### src/rtl/controlador_display_7_seg_if.sv
// Display bus: four hex nibbles from the datapath, anode and segment pins to the board.
interface controlador_display_7_seg_if;
    logic [3:0] i_Datos1;
    logic [3:0] i_Datos2;
    logic [3:0] i_Datos3;
    logic [3:0] i_Datos4;
    logic [3:0] o_Anodo;
    logic [6:0] o_Segmentos;

    modport master (
        output i_Datos1, i_Datos2, i_Datos3, i_Datos4,
        input  o_Anodo, o_Segmentos
    );

    modport slave (
        input  i_Datos1, i_Datos2, i_Datos3, i_Datos4,
        output o_Anodo, o_Segmentos
    );
endinterface

### src/rtl/controlador_display_7_seg.sv
// Time-multiplexed 4-digit common-anode seven-segment driver.
// Each digit stays lit for P_DIV cycles; anodes and segments are active-low.
module controlador_display_7_seg #(
    parameter int unsigned P_DIV = 100000
) (
    input  logic                          i_Clk,
    input  logic                          i_Rst,
    controlador_display_7_seg_if.slave    bus
);

    localparam int unsigned     CNT_W    = (P_DIV > 1) ? $clog2(P_DIV) : 1;
    localparam logic [CNT_W-1:0] CNT_LAST = CNT_W'(P_DIV - 1);

    logic [CNT_W-1:0] cnt_q, cnt_d;
    logic [1:0]       idx_q, idx_d;
    logic [3:0]       anodo_q, anodo_d;
    logic [6:0]       seg_q, seg_d;
    logic [3:0]       nib_c;

    // Hex to active-low {g,f,e,d,c,b,a}
    function automatic logic [6:0] decode(input logic [3:0] v);
        logic [6:0] s;
        case (v)
            4'h0:    s = 7'b1000000;
            4'h1:    s = 7'b1111001;
            4'h2:    s = 7'b0100100;
            4'h3:    s = 7'b0110000;
            4'h4:    s = 7'b0011001;
            4'h5:    s = 7'b0010010;
            4'h6:    s = 7'b0000010;
            4'h7:    s = 7'b1111000;
            4'h8:    s = 7'b0000000;
            4'h9:    s = 7'b0010000;
            4'hA:    s = 7'b0001000;
            4'hB:    s = 7'b0000011;
            4'hC:    s = 7'b1000110;
            4'hD:    s = 7'b0100001;
            4'hE:    s = 7'b0000110;
            default: s = 7'b0001110;
        endcase
        return s;
    endfunction

    // Prescaler, digit select and next output pattern
    always_comb begin
        cnt_d = cnt_q + CNT_W'(1);
        idx_d = idx_q;
        nib_c = bus.i_Datos1;
        if (cnt_q == CNT_LAST) begin
            cnt_d = '0;
            idx_d = idx_q + 2'd1;
        end
        case (idx_q)
            2'd0:    nib_c = bus.i_Datos1;
            2'd1:    nib_c = bus.i_Datos2;
            2'd2:    nib_c = bus.i_Datos3;
            default: nib_c = bus.i_Datos4;
        endcase
        anodo_d = ~(4'b0001 << idx_q);
        seg_d   = decode(nib_c);
    end

    always_ff @(posedge i_Clk or negedge i_Rst) begin
        if (!i_Rst) begin
            cnt_q   <= '0;
            idx_q   <= 2'd0;
            anodo_q <= 4'b1111;
            seg_q   <= 7'b1111111;
        end else begin
            cnt_q   <= cnt_d;
            idx_q   <= idx_d;
            anodo_q <= anodo_d;
            seg_q   <= seg_d;
        end
    end

    assign bus.o_Anodo     = anodo_q;
    assign bus.o_Segmentos = seg_q;

endmodule

### src/flat_wrapper.sv
// flat-port wrapper written by rule: the top's interface ports become plain ports
module controlador_display_7_seg_flat 
#(
    parameter int unsigned P_DIV = 100000
)
  (i_Clk, i_Rst, bus_i_Datos1, bus_i_Datos2, bus_i_Datos3, bus_i_Datos4, bus_o_Anodo, bus_o_Segmentos);
  controlador_display_7_seg_if bus_i ();
  input  logic i_Clk;
  input  logic i_Rst;
  input wire logic [$bits(bus_i.i_Datos1)-1:0] bus_i_Datos1;
  input wire logic [$bits(bus_i.i_Datos2)-1:0] bus_i_Datos2;
  input wire logic [$bits(bus_i.i_Datos3)-1:0] bus_i_Datos3;
  input wire logic [$bits(bus_i.i_Datos4)-1:0] bus_i_Datos4;
  output wire logic [$bits(bus_i.o_Anodo)-1:0] bus_o_Anodo;
  output wire logic [$bits(bus_i.o_Segmentos)-1:0] bus_o_Segmentos;
  assign bus_i.i_Datos1 = bus_i_Datos1;
  assign bus_i.i_Datos2 = bus_i_Datos2;
  assign bus_i.i_Datos3 = bus_i_Datos3;
  assign bus_i.i_Datos4 = bus_i_Datos4;
  assign bus_o_Anodo = bus_i.o_Anodo;
  assign bus_o_Segmentos = bus_i.o_Segmentos;
  controlador_display_7_seg #(.P_DIV(P_DIV)) u_core (.i_Clk(i_Clk), .i_Rst(i_Rst), .bus(bus_i));
endmodule
### config.mk
export PLATFORM = sky130hd
export DESIGN_NAME = controlador_display_7_seg_flat
export DESIGN_NICKNAME = d
export VERILOG_FILES = /design/src/rtl/controlador_display_7_seg_if.sv /design/src/rtl/controlador_display_7_seg.sv /design/src/flat_wrapper.sv
export SDC_FILE = /design/constraint.sdc
export NUM_CORES = 1
export LEC_CHECK = 0
export CAP_MARGIN = 20
export CORE_UTILIZATION = 48
export CTS_BUF_LIST = sky130_fd_sc_hd__clkbuf_2 sky130_fd_sc_hd__clkbuf_4 sky130_fd_sc_hd__clkbuf_8
export DETAILED_ROUTE_END_ITERATION = 8
export MAX_ROUTING_LAYER = met4
export PLACE_DENSITY = 0.74
export SLEW_MARGIN = 20
export SYNTH_ARGS = -nofsm -noshare
export SYNTH_HDL_FRONTEND = slang
export SYNTH_SLANG_ARGS = --single-unit
export TNS_END_PERCENT = 1
### constraint.sdc
create_clock -name i_Clk -period 2.6 [get_ports i_Clk]
set_input_delay 0.65 -clock i_Clk [delete_from_list [all_inputs] [get_ports i_Clk]]
set_output_delay 0.65 -clock i_Clk [all_outputs]
set_load 0.02 [all_outputs]
Yosys cells after proc, flatten, opt, wreduce, memory -nomap -nowiden
Memory sizes are Yosys's and may differ from the RTL's. A register that Yosys moved wholly into a read port is not among the register bits. Index checks and enable logic that the tools add are counted.

Add/subtract/negate cells: 2. Equality and inequality tests: 3. Shift operators: 1. Mux-type cells: 2. Bitwise operators: 1. Reduce and logical (&&, ||, !) cells: 2.

Operators with widths (number): adder 17 x 1 -> 17 bit (second input constant) (1); == test 17 bit (second input constant) (1); 2-to-1 mux 17 bit (1); case mux 4 bit (3 select lines) (1); NOT 4 bit (1); left shift 1 x 2 -> 4 bit (first input constant) (1); adder 2 x 1 -> 2 bit (second input constant) (1); == test 2 x 1 -> 1 bit (second input constant) (1); == test 2 bit (second input constant) (1); logical NOT 2 bit (1); logical NOT 1 bit (1).

Register bits: 23. Memory bits (read-only): 112. Input bits: 18. Output and inout port bits: 11. Word-level logic and storage cells: 15. Memories kept: 1.

Memories: (name not given) (depth 16, width 7, read ports 1, clocked after memory_dff 1, wr ports 0, line controlador_display_7_seg.sv:23) `case (v)`.

Logic depth before layout (Yosys ltp)
Gate-level depths: netlist of the first run.

Depth after elaboration: 2. Gate-level depth with buffers: 9.

Worst setup path after synthesis of the first run
Ideal clock, no wire load.

Path type: register -> register. From: register u_core.idx_q[0]. To: register u_core.seg_q[0], in the netlist u_core.bus.o_Segmentos[0]. Data arrival time: 1.973 ns. Path slack: 0.543 ns. Cell stages (with the launch flop): 10. Path buffers: 0. Clock period less this slack: 2.057 ns. Cells stage by stage: dfrtp_1 > inv_1 > ha_1 > a22oi_1 > nand2_1 > mux2i_1 > inv_1 > ha_1 > and3_1 > a221o_1.

Word-level cells in the longest chain between the ends: 2. Elaborated cells on any way between the ends: 4. Classes of those cells: eq/ne: 2; mux: 1; reduce/logical: 1.

RTL lines: start, declared (line controlador_display_7_seg.sv:15) `logic [1:0] idx_q, idx_d;`; start signal, assigned (line controlador_display_7_seg.sv:71) `idx_q <= idx_d;`; == test 2 bit, or another cell as far along (line controlador_display_7_seg.sv:53) `case (idx_q)`; case mux 4 bit (3 select lines) * (line controlador_display_7_seg.sv:53); end, declared (line controlador_display_7_seg.sv:17) `logic [6:0] seg_q, seg_d;`.

Every way passes the cells marked *; elsewhere a longest branch is shown, timed or not. A chain may end at the register's enable or synchronous reset.

Final worst setup path of the first run
Ends and elaborated chain as after synthesis.

==> impl.org, run 1 <==
** Worst setup path
- Among all stages on the critical path, the largest delay is contributed by sky130_fd_sc_hd__dfrtp_1.
- For the worst setup path, the data required time is 2.85 ns.
- In this run the critical register-to-register path is captured at u_core.bus.o_Segmentos[0].
- CP Cell Sequence :: inv_1 > ha_1 > a222oi_1 > mux2_2 > inv_1 > ha_1 > and3_1 > a221o_1
- Count of buffering cells on the critical path with inverters included :: 2
- Worst setup EP type :: register
- CP delay by family, top :: compound AO/OA/AOI/OAI gates
- In this run the register-to-register setup slack is 0.37 ns.
- The critical path starts at u_core.idx_q[0].
- The critical path in this run is classified as register to register.
- In this run the worst path has a maximum fanout of 6.
- Slowest cell delay on critical path :: 0.41 ns
- STA puts the critical path data arrival time at 2.48 ns.
- R2r startpoint :: u_core.idx_q[0]
- CP Launch Type :: register
- Counting cells, the worst reg-to-reg path comes to 8.

** Finish
- 0 antenna diodes ended up in the layout.
- For this run, the post-layout net count is 215.
- In the layout the commonest cells are sky130_fd_sc_hd__clkdlybuf4s50_1, sky130_fd_sc_hd__dfrtp_1, sky130_fd_sc_hd__inv_1, sky130_fd_sc_hd__nor2_1, sky130_fd_sc_hd__ha_1.
- Fraction of layout cells with a size suffix above 1 :: 15.6%
- Counting the fill cells in the layout gives 250.
- Layout-stage area growth over the synthesis result :: 25.2%
- Final design utilization :: 64.4%
- Leading cell type in the layout, fill and taps excluded :: sky130_fd_sc_hd__clkdlybuf4s50_1

** STA
- Setup slack of the critical path after layout :: 0.374 ns
- Worst rel slew slack :: 50.6%
- Setup repair after global routing missed its margin :: no
- Count of pins over their slew limit :: 0
- Tcrit/Tclk final :: 85.6%
- Max Clock Skew :: 0.00795 ns
- Achievable clock frequency :: 0.449 GHz
- Clock period minus final worst setup slack :: 2.23 ns
- Final hold analysis gives a worst-case slack of 0.489 ns.
- Number of failing setup endpoints in the final timing report :: 0
- Summed over all failing endpoints, the final setup total negative slack is 0 ns.
- Hold violation count in the final report :: 0
- At the pin with the least slew margin, the transition time is 0.720 ns.

** Logic synthesis
- Distinct cell type count of the synthesized netlist :: 32
- The synthesized design contains 0 enable-type register cells.
- Top flip-flop cell by instance count after synthesis :: sky130_fd_sc_hd__dfrtp_1
- Seq/Total Area, Yosys :: 47.5%
- In the synthesized netlist the async set-or-reset flop fraction comes to 100%.
- Net count after synthesis :: 179
- The synthesized design contains 30 register bits.
- A synthesized cell averages 10.8 sq um.
- Summing every instance area after synthesis gives 0.00161 sq mm.
- For this run, the number of Yosys warnings is 0.
- Synthesis handed over a netlist of 149 instances.

** Power and ir drop
- Summed over all cells, the static leakage comes to 0.000923 uW.
- VDD sags by at most 0.000278 V.
- For this design the ratio of total power to cell area is 443 mW/mm^2.

** Placement
- Post-placement worst setup slack :: 0.0641 ns
- Detailed placement finished with a half-perimeter wire length of 2.33 mm.
- At the end of routability-driven placement, the weighted congestion stood at 0.840.
- IO buf count :: 28

** Clock network
- Clock latency on the worst-skew pair, taken at its later pin, is 0.32 ns.
- TritonCTS clock tree :: done
- Clock input transition at the sequential cells of the worst setup and hold paths :: 0.09 ns
- Clock buffer depth :: 2
- After clock tree synthesis, the repair step resized 0 gates.
- The H-tree was split into 2 levels.
- Clock buffers created by TritonCTS :: 5
- CTS hold repair buffers :: 0
- CTS Root Cell :: sky130_fd_sc_hd__clkbuf_4
- In this run the post-CTS setup repair buffer count came out at 0.
- Clock sink count :: 30

** Routing
- Total Wirelength :: 3.03 mm
- The routed layout has 1194 vias.
- Initial DRC Count :: 62
- For this run, design rule violations remaining after detail routing come to 0.
- Post-detailed-route wirelength per cell :: 13.2 um
- Detailed Routing Iterations Pass 1 :: 5
- Dividing the detail-routed via count by the number of cells gives 5.19.
- Detail Route Antenna Nets :: 0

** Outcome
- Status :: finished clean

** Global routing
- Entering global routing, the biggest net connects 31 pins.
- The initial antenna violation count is 0.
- Overflow left after global routing :: 0
- Overall fraction of global-route tracks in use :: 20.3%
- First-pass GRT wire length :: 5.13 mm
- The via count of the first global-routing pass is 1214.

** Floorplanning
- Once the floorplan was initialized, standard cells occupied 51.4% of the core.
- The total area inside the core boundary comes to 0.00313 sq mm.
- The die covers 0.00359 sq mm.
- The die is 59.9 um wide.
- Number of top-level pins :: 29
- Die Ht :: 59.9 um
- After floorplanning, the core was divided into 20 placement rows.

** Worst hold path
- Cell depth of the worst hold path :: 1
- The tightest min-delay check is of the register to register type.
- The startpoint identified for the worst hold timing path is u_core.cnt_q[0].
- End of the worst hold path :: u_core.cnt_q[0]

** Job
- Max-cap violations in this run came to 0.
worst max path at each step:
| stage | to | slack [ns] | depth (start not counted) |
|---|---|---|---|
| floorplan | u_core.bus.o_Segmentos[0] | 0.54 | 9 |
| global placement | u_core.bus.o_Segmentos[0] | 0.14 | 7 |
| detailed placement | u_core.bus.o_Segmentos[0] | 0.06 | 7 |
| CTS | u_core.bus.o_Segmentos[0] | 0.36 | 8 |
| global route | u_core.bus.o_Segmentos[0] | 0.23 | 8 |
| finish | u_core.bus.o_Segmentos[0] | 0.37 | 8 |
report_power, final:
group,internal (uW),total (uW),switching [uW]
logic,60.6,115,54.1
registers,483,485,2.37
clock network,141,293,152
metrics by stage:
step           instances  instance area [sq um]  total power (uW)
2_1_floorplan        149                   1610               545
3_3_place_gp         222                   1950               607
3_5_place_dp         222                   1950               609
4_1_cts              230                   2010               906
5_1_grt              230                   2010               937
6_report             230                   2010               893
registers in the layout, summed over array words and instances (netlist names):
register                count
u_core.idx_q                2
u_core.bus.o_Segmentos      7
u_core.cnt_q               17
u_core.bus.o_Anodo          4
cells by family after synthesis:
logic type	count (synthesis)	synth area share, %
and+or+nand+nor	48	15.5
DFF	30	47.5
buffers and inverters	17	4.98
xor gates and xnor gates	15	8.16
AOI/OAI and AO/OA	14	6.22
muxes	13	8.32
adders and majority gates	12	9.33
metal layers:
| metal | GRT usage [%] | vias to the layer above | wire length, um |
|---|---|---|---|
| met5 | - | - | 0 |
| met4 | 13.3 | 0 | 102 |
| met3 | 3.25 | 10 | 60 |
| met2 | 33.3 | 24 | 1510 |
| met1 | 22.6 | 577 | 1360 |
| li1 | - | 583 | - |
worst register-to-register path: stages, from the launching register on:
cell and delay, ns:
sky130_fd_sc_hd__dfrtp_1 0.41, sky130_fd_sc_hd__inv_1 0.10, sky130_fd_sc_hd__ha_1 0.26, sky130_fd_sc_hd__a222oi_1 0.36
sky130_fd_sc_hd__mux2_2 0.29, sky130_fd_sc_hd__inv_1 0.10, sky130_fd_sc_hd__ha_1 0.23, sky130_fd_sc_hd__and3_1 0.16
sky130_fd_sc_hd__a221o_1 0.25
synthesized netlist by cell type, types with 2 or more instances:
cell type	instances	share of area, %
sky130_fd_sc_hd__mux2i_1	10	6.2
sky130_fd_sc_hd__xor2_1	10	5.4
sky130_fd_sc_hd__a21oi_1	2	0.62
sky130_fd_sc_hd__a222oi_1	3	1.9
sky130_fd_sc_hd__inv_1	13	3.0
sky130_fd_sc_hd__nand4_1	3	1.2
sky130_fd_sc_hd__and3_1	3	1.2
sky130_fd_sc_hd__dfstp_2	11	18
sky130_fd_sc_hd__xnor2_1	5	2.7
sky130_fd_sc_hd__buf_6	2	1.4
sky130_fd_sc_hd__nand2_1	9	2.1
sky130_fd_sc_hd__or3_1	4	1.6
sky130_fd_sc_hd__or4_1	2	0.93
sky130_fd_sc_hd__nor2_1	13	3.0
sky130_fd_sc_hd__nand3_1	7	2.2
sky130_fd_sc_hd__ha_1	12	9.3
sky130_fd_sc_hd__mux2_2	3	2.1
sky130_fd_sc_hd__o22ai_1	4	1.6
sky130_fd_sc_hd__o21ai_0	2	0.62
sky130_fd_sc_hd__dfrtp_1	19	30
cell type report:
class,count,area (sq um),share of cell area [%]
Timing Repair Buffer,33,318,15.8
Tap cell,44,55.1,2.73
Sequential cell,30,764,38.0
Clock inverter,1,5.00,0.248
Multi-Input combinational cell,102,764,38.0
Inverter,13,48.8,2.42
Clock buffer,7,58.8,2.92
No activity file was read; power rests on OpenSTA's default activity.
==> run 2, diff against run 1 <==
Settings changed: CELL_PAD_IN_SITES_DETAIL_PLACEMENT set to 2, CELL_PAD_IN_SITES_GLOBAL_PLACEMENT set to 2, CORE_UTILIZATION 48 to 31, PLACE_DENSITY 0.74 to not set, PLACE_DENSITY_LB_ADDON set to 0.1.
Clock period 2.6 ns to 1.8 ns, I/O delays scaled along.
==> impl.org, run 2 (same netlist as run 1, synthesis figures left out) <==
** Outcome
- Status: complete, but fails checks (was finished clean).
- Failing checks :: setup timing

** Worst setup path
- Slowest cell delay on critical path :: 0.47 ns (was 0.41 ns)
- The worst path buffer plus inverter count is 2 (unchanged).
- The data required time of the critical path came to 2.01 ns (was 2.85 ns).
- The cell family with the largest share of critical-path delay was flip-flops (was compound AO/OA/AOI/OAI gates).
- Arrival time reported for the critical path endpoint :: 2.17 ns (was 2.48 ns)
- R2r startpoint :: u_core.idx_q[0] (unchanged)
- Crit Path Max Fanout :: 5 (was 6)
- Critical Path Start :: u_core.idx_q[0] (unchanged)
- The capture point of the worst reg-to-reg path is u_core.bus.o_Segmentos[4] (was u_core.bus.o_Segmentos[0]).
- The kind of critical path is register to register (unchanged).
- Reg2Reg Setup Slack :: -0.15 ns (was 0.37 ns)
- CP Launch Type :: register (unchanged)
- The sort of element at the end of the critical path is a register (unchanged).
- CP Cell Sequence: buf_4 > ha_4 > mux2_4 > buf_4 > ha_4 > or3_1 > o21ai_1 (was inv_1 > ha_1 > a222oi_1 > mux2_2 > inv_1 > ha_1 > and3_1 > a221o_1).
- Worst-case reg-to-reg path depth :: 7 (was 8)
- Slowest cell on the critical path :: sky130_fd_sc_hd__dfrtp_2 (was sky130_fd_sc_hd__dfrtp_1)

** Placement
- Area of placed instances :: 0.00214 sq mm (was 0.00195 sq mm)
- The count of port buffers added during placement was 28 (unchanged).
- Half-perimeter wire length after detailed placement :: 3.31 mm (was 2.33 mm)
- The final weighted congestion in routability-driven placement was 0.800 (was 0.840).

** Finish
- Leading cell types in the layout, fill and taps excluded: sky130_fd_sc_hd__buf_4, sky130_fd_sc_hd__clkdlybuf4s50_1, sky130_fd_sc_hd__dfrtp_1, sky130_fd_sc_hd__nor2_1 (was sky130_fd_sc_hd__clkdlybuf4s50_1, sky130_fd_sc_hd__dfrtp_1, sky130_fd_sc_hd__inv_1, sky130_fd_sc_hd__nor2_1, sky130_fd_sc_hd__ha_1).
- The fraction of final layout cells sized beyond drive strength 1 came to 36.8% (was 15.6%).
- The count of inserted antenna diode cells was 0 (unchanged).
- Final-stage net count :: 238 (was 215)
- The synthesis-to-finish area growth is 51.6% (was 25.2%).
- Cell area after layout :: 0.00244 sq mm (was 0.00201 sq mm)
- Largest register FFs :: 17 (unchanged)
- The most common cell after layout, fill and taps aside is sky130_fd_sc_hd__buf_4 (was sky130_fd_sc_hd__clkdlybuf4s50_1).
- The register bank with the most flops is u_core.cnt_q (unchanged).
- The number of filler instances in the final layout is 500 (was 250).

** Power and ir drop
- Clk pwr share :: 39.1% (was 32.8%)
- The part of the total power dissipated in sequential elements is 47.1% (was 54.3%).
- The total power divided by cell area was 611 mW/mm^2 (was 443 mW/mm^2).
- The maximum VDD drop came to 0.000211 V (was 0.000278 V).
- Share of power burned in combinational logic :: 13.8% (was 12.8%)
- The fraction of power spent switching nets was 25.5% (was 23.3%).
- Internal Pwr Total :: 1110 uW (was 685 uW)
- The power dissipated by switching net loads was 381 uW (was 208 uW).
- The leakage power figure is 0.00108 uW (was 0.000923 uW).

** Clock network
- Clock input transition at the sequential cells of the worst setup and hold paths :: 0.07 ns (was 0.09 ns)
- Clock sink count :: 30 (unchanged)
- CTS Root Cell :: sky130_fd_sc_hd__clkbuf_8 (was sky130_fd_sc_hd__clkbuf_4)
- The maximum buffer depth of the clock tree is 2 (unchanged).
- The clock latency of the later-clocked register in the worst-skew pair came to 0.29 ns (was 0.32 ns).
- The maximum level of the CTS H-tree is 2 (unchanged).
- TritonCTS clock tree :: done (unchanged)
- Clock buffers created by TritonCTS :: 5 (unchanged)

** STA
- The achievable frequency is 0.512 GHz (was 0.449 GHz).
- The actual slew at the worst max-slew pin is 0.410 ns (was 0.720 ns).
- Clock period minus final worst setup slack :: 1.95 ns (was 2.23 ns)
- Setup repair after global routing missed its margin: yes (was no).
- Tcrit/Tclk final :: 109% (was 85.6%)
- Hold violation count in the final report :: 0 (unchanged)
- Number of failing setup endpoints in the final timing report :: 7 (was 0)
- Setup slack of the critical path after layout :: -0.154 ns (was 0.374 ns)
- Count of pins over their slew limit :: 0 (unchanged)
- The tightest hold margin is 0.506 ns (was 0.489 ns).
- The worst max-slew margin expressed relative to the limit came to 71.9% (was 50.6%).
- The maximum clock skew at final layout was 0.00318 ns (was 0.00795 ns).

** Floorplanning
- The starting density of the core is 33.2% (was 51.4%).
- The number of ports placed on the die boundary is 29 (unchanged).
- Die Ht :: 74.0 um (was 59.9 um)
- The floorplan core area is 0.00485 sq mm (was 0.00313 sq mm).
- DIE WIDTH :: 74.0 um (was 59.9 um)
- The full die area is 0.00548 sq mm (was 0.00359 sq mm).
- The number of rows in the core area was 25 (was 20).

** Global routing
- The first-pass GRT wire length was 7.67 mm (was 5.13 mm).
- Antenna violations before repair :: 0 (unchanged)
- Overflow left after global routing :: 0 (unchanged)
- Number of global-route vias before repair :: 1539 (was 1214)
- The overall track demand over capacity in global routing was 19.7% (was 20.3%).
- The maximum number of pins on one net before global-route repair is 31 (unchanged).

** Routing
- The routed wire length was 4.62 mm (was 3.03 mm).
- Detailed Routing Iterations Pass 1 :: 4 (was 5)
- The number of nets with antenna violations after detailed routing came to 0 (unchanged).
- Post-detailed-route wirelength per cell :: 16.7 um (was 13.2 um)
- The ratio of routed vias to standard cells was 4.94 (was 5.19).
- The DRC violation count after routing came to 0 (unchanged).
- Initial DRC Count :: 52 (was 62)
- Vias after detailed routing :: 1364 (was 1194)

** Worst hold path
- The number of stages on the worst hold path came to 1 (unchanged).
- The start point of the worst min-delay path is u_core.cnt_q[0] (unchanged).
- End of the worst hold path :: u_core.cnt_q[0] (unchanged)
- Worst hold-check path type :: register to register (unchanged)

** Job
- The number of max-cap violations is 0 (unchanged).
[run 2: layout make-up]
cell class | count | area, sq um | area share [%]
clock buffer | 6 | 82.6 | 3.38
inverter | 13 | 53.8 | 2.21
multi-input combinational | 102 | 948 | 38.9
clock inverter | 2 | 12.5 | 0.513
tap | 67 | 83.8 | 3.44
sequential | 30 | 767 | 31.4
timing repair buffer | 56 | 492 | 20.2
[run 2: worst max path at each step]
stage | to | slack (ns) | cells past startpoint
after floorplan | u_core.bus.o_Segmentos[0] | -0.10 | 8
after global placement | u_core.bus.o_Segmentos[0] | -0.33 | 6
after detailed placement | u_core.bus.o_Segmentos[2] | -0.38 | 6
after CTS | u_core.bus.o_Segmentos[1] | -0.18 | 8
after global routing | u_core.bus.o_Segmentos[1] | -0.24 | 8
final | u_core.bus.o_Segmentos[4] | -0.15 | 7
[run 2: layer usage]
metal / track usage, % / share of wire (%)
met5: - / 0
met3: 4.74 / 4.5
met4: 8.33 / 2.7
met2: 35.4 / 54
met1: 20.5 / 39
[run 2: metrics by stage]
step                      power, uW  util (%)  setup WS, ns  instances  TNS, ns
after CTS                      1480      47.7        -0.181        274    -1.05
after global routing           1550      50.3        -0.244        276    -1.46
after floorplan                 790         -        -0.103        149   -0.161
after detailed placement        902      44.2        -0.378        263    -2.39
final                          1490      50.3        -0.154        276   -0.770
after global placement          891      44.2        -0.327        263    -2.15
[run 2: worst reg2reg max path, cell delays in order (launching register included)]
cell and delay (ns):
sky130_fd_sc_hd__dfrtp_2 0.47, sky130_fd_sc_hd__buf_4 0.17, sky130_fd_sc_hd__ha_4 0.19, sky130_fd_sc_hd__mux2_4 0.34, sky130_fd_sc_hd__buf_4 0.15, sky130_fd_sc_hd__ha_4 0.14
sky130_fd_sc_hd__or3_1 0.33, sky130_fd_sc_hd__o21ai_1 0.09
[run 2: what timing repair did]
action                                  4_1_cts  5_1_grt
hold buffers                                  0        0
cloned                                        0        0
pin swaps                                     5       11
endpoints found under the setup margin       18       14
gates resized for setup                      26       21
buffers inserted                              3        2
[run 2: power by group through the flow]
stage	Sequential, uW	Combinational, uW	Clock [uW]
floorplan	733	56.8	0
global placement	714	177	0
detailed placement	715	187	0
CTS	703	182	598
global route	703	223	629
finish	702	206	583
==> run 3, diff against run 2 <==
Settings changed: CAP_MARGIN 20 to 10.
==> results of run 3 <==
Same layout as run 2: the final DEF is identical, and so are final timing and power.
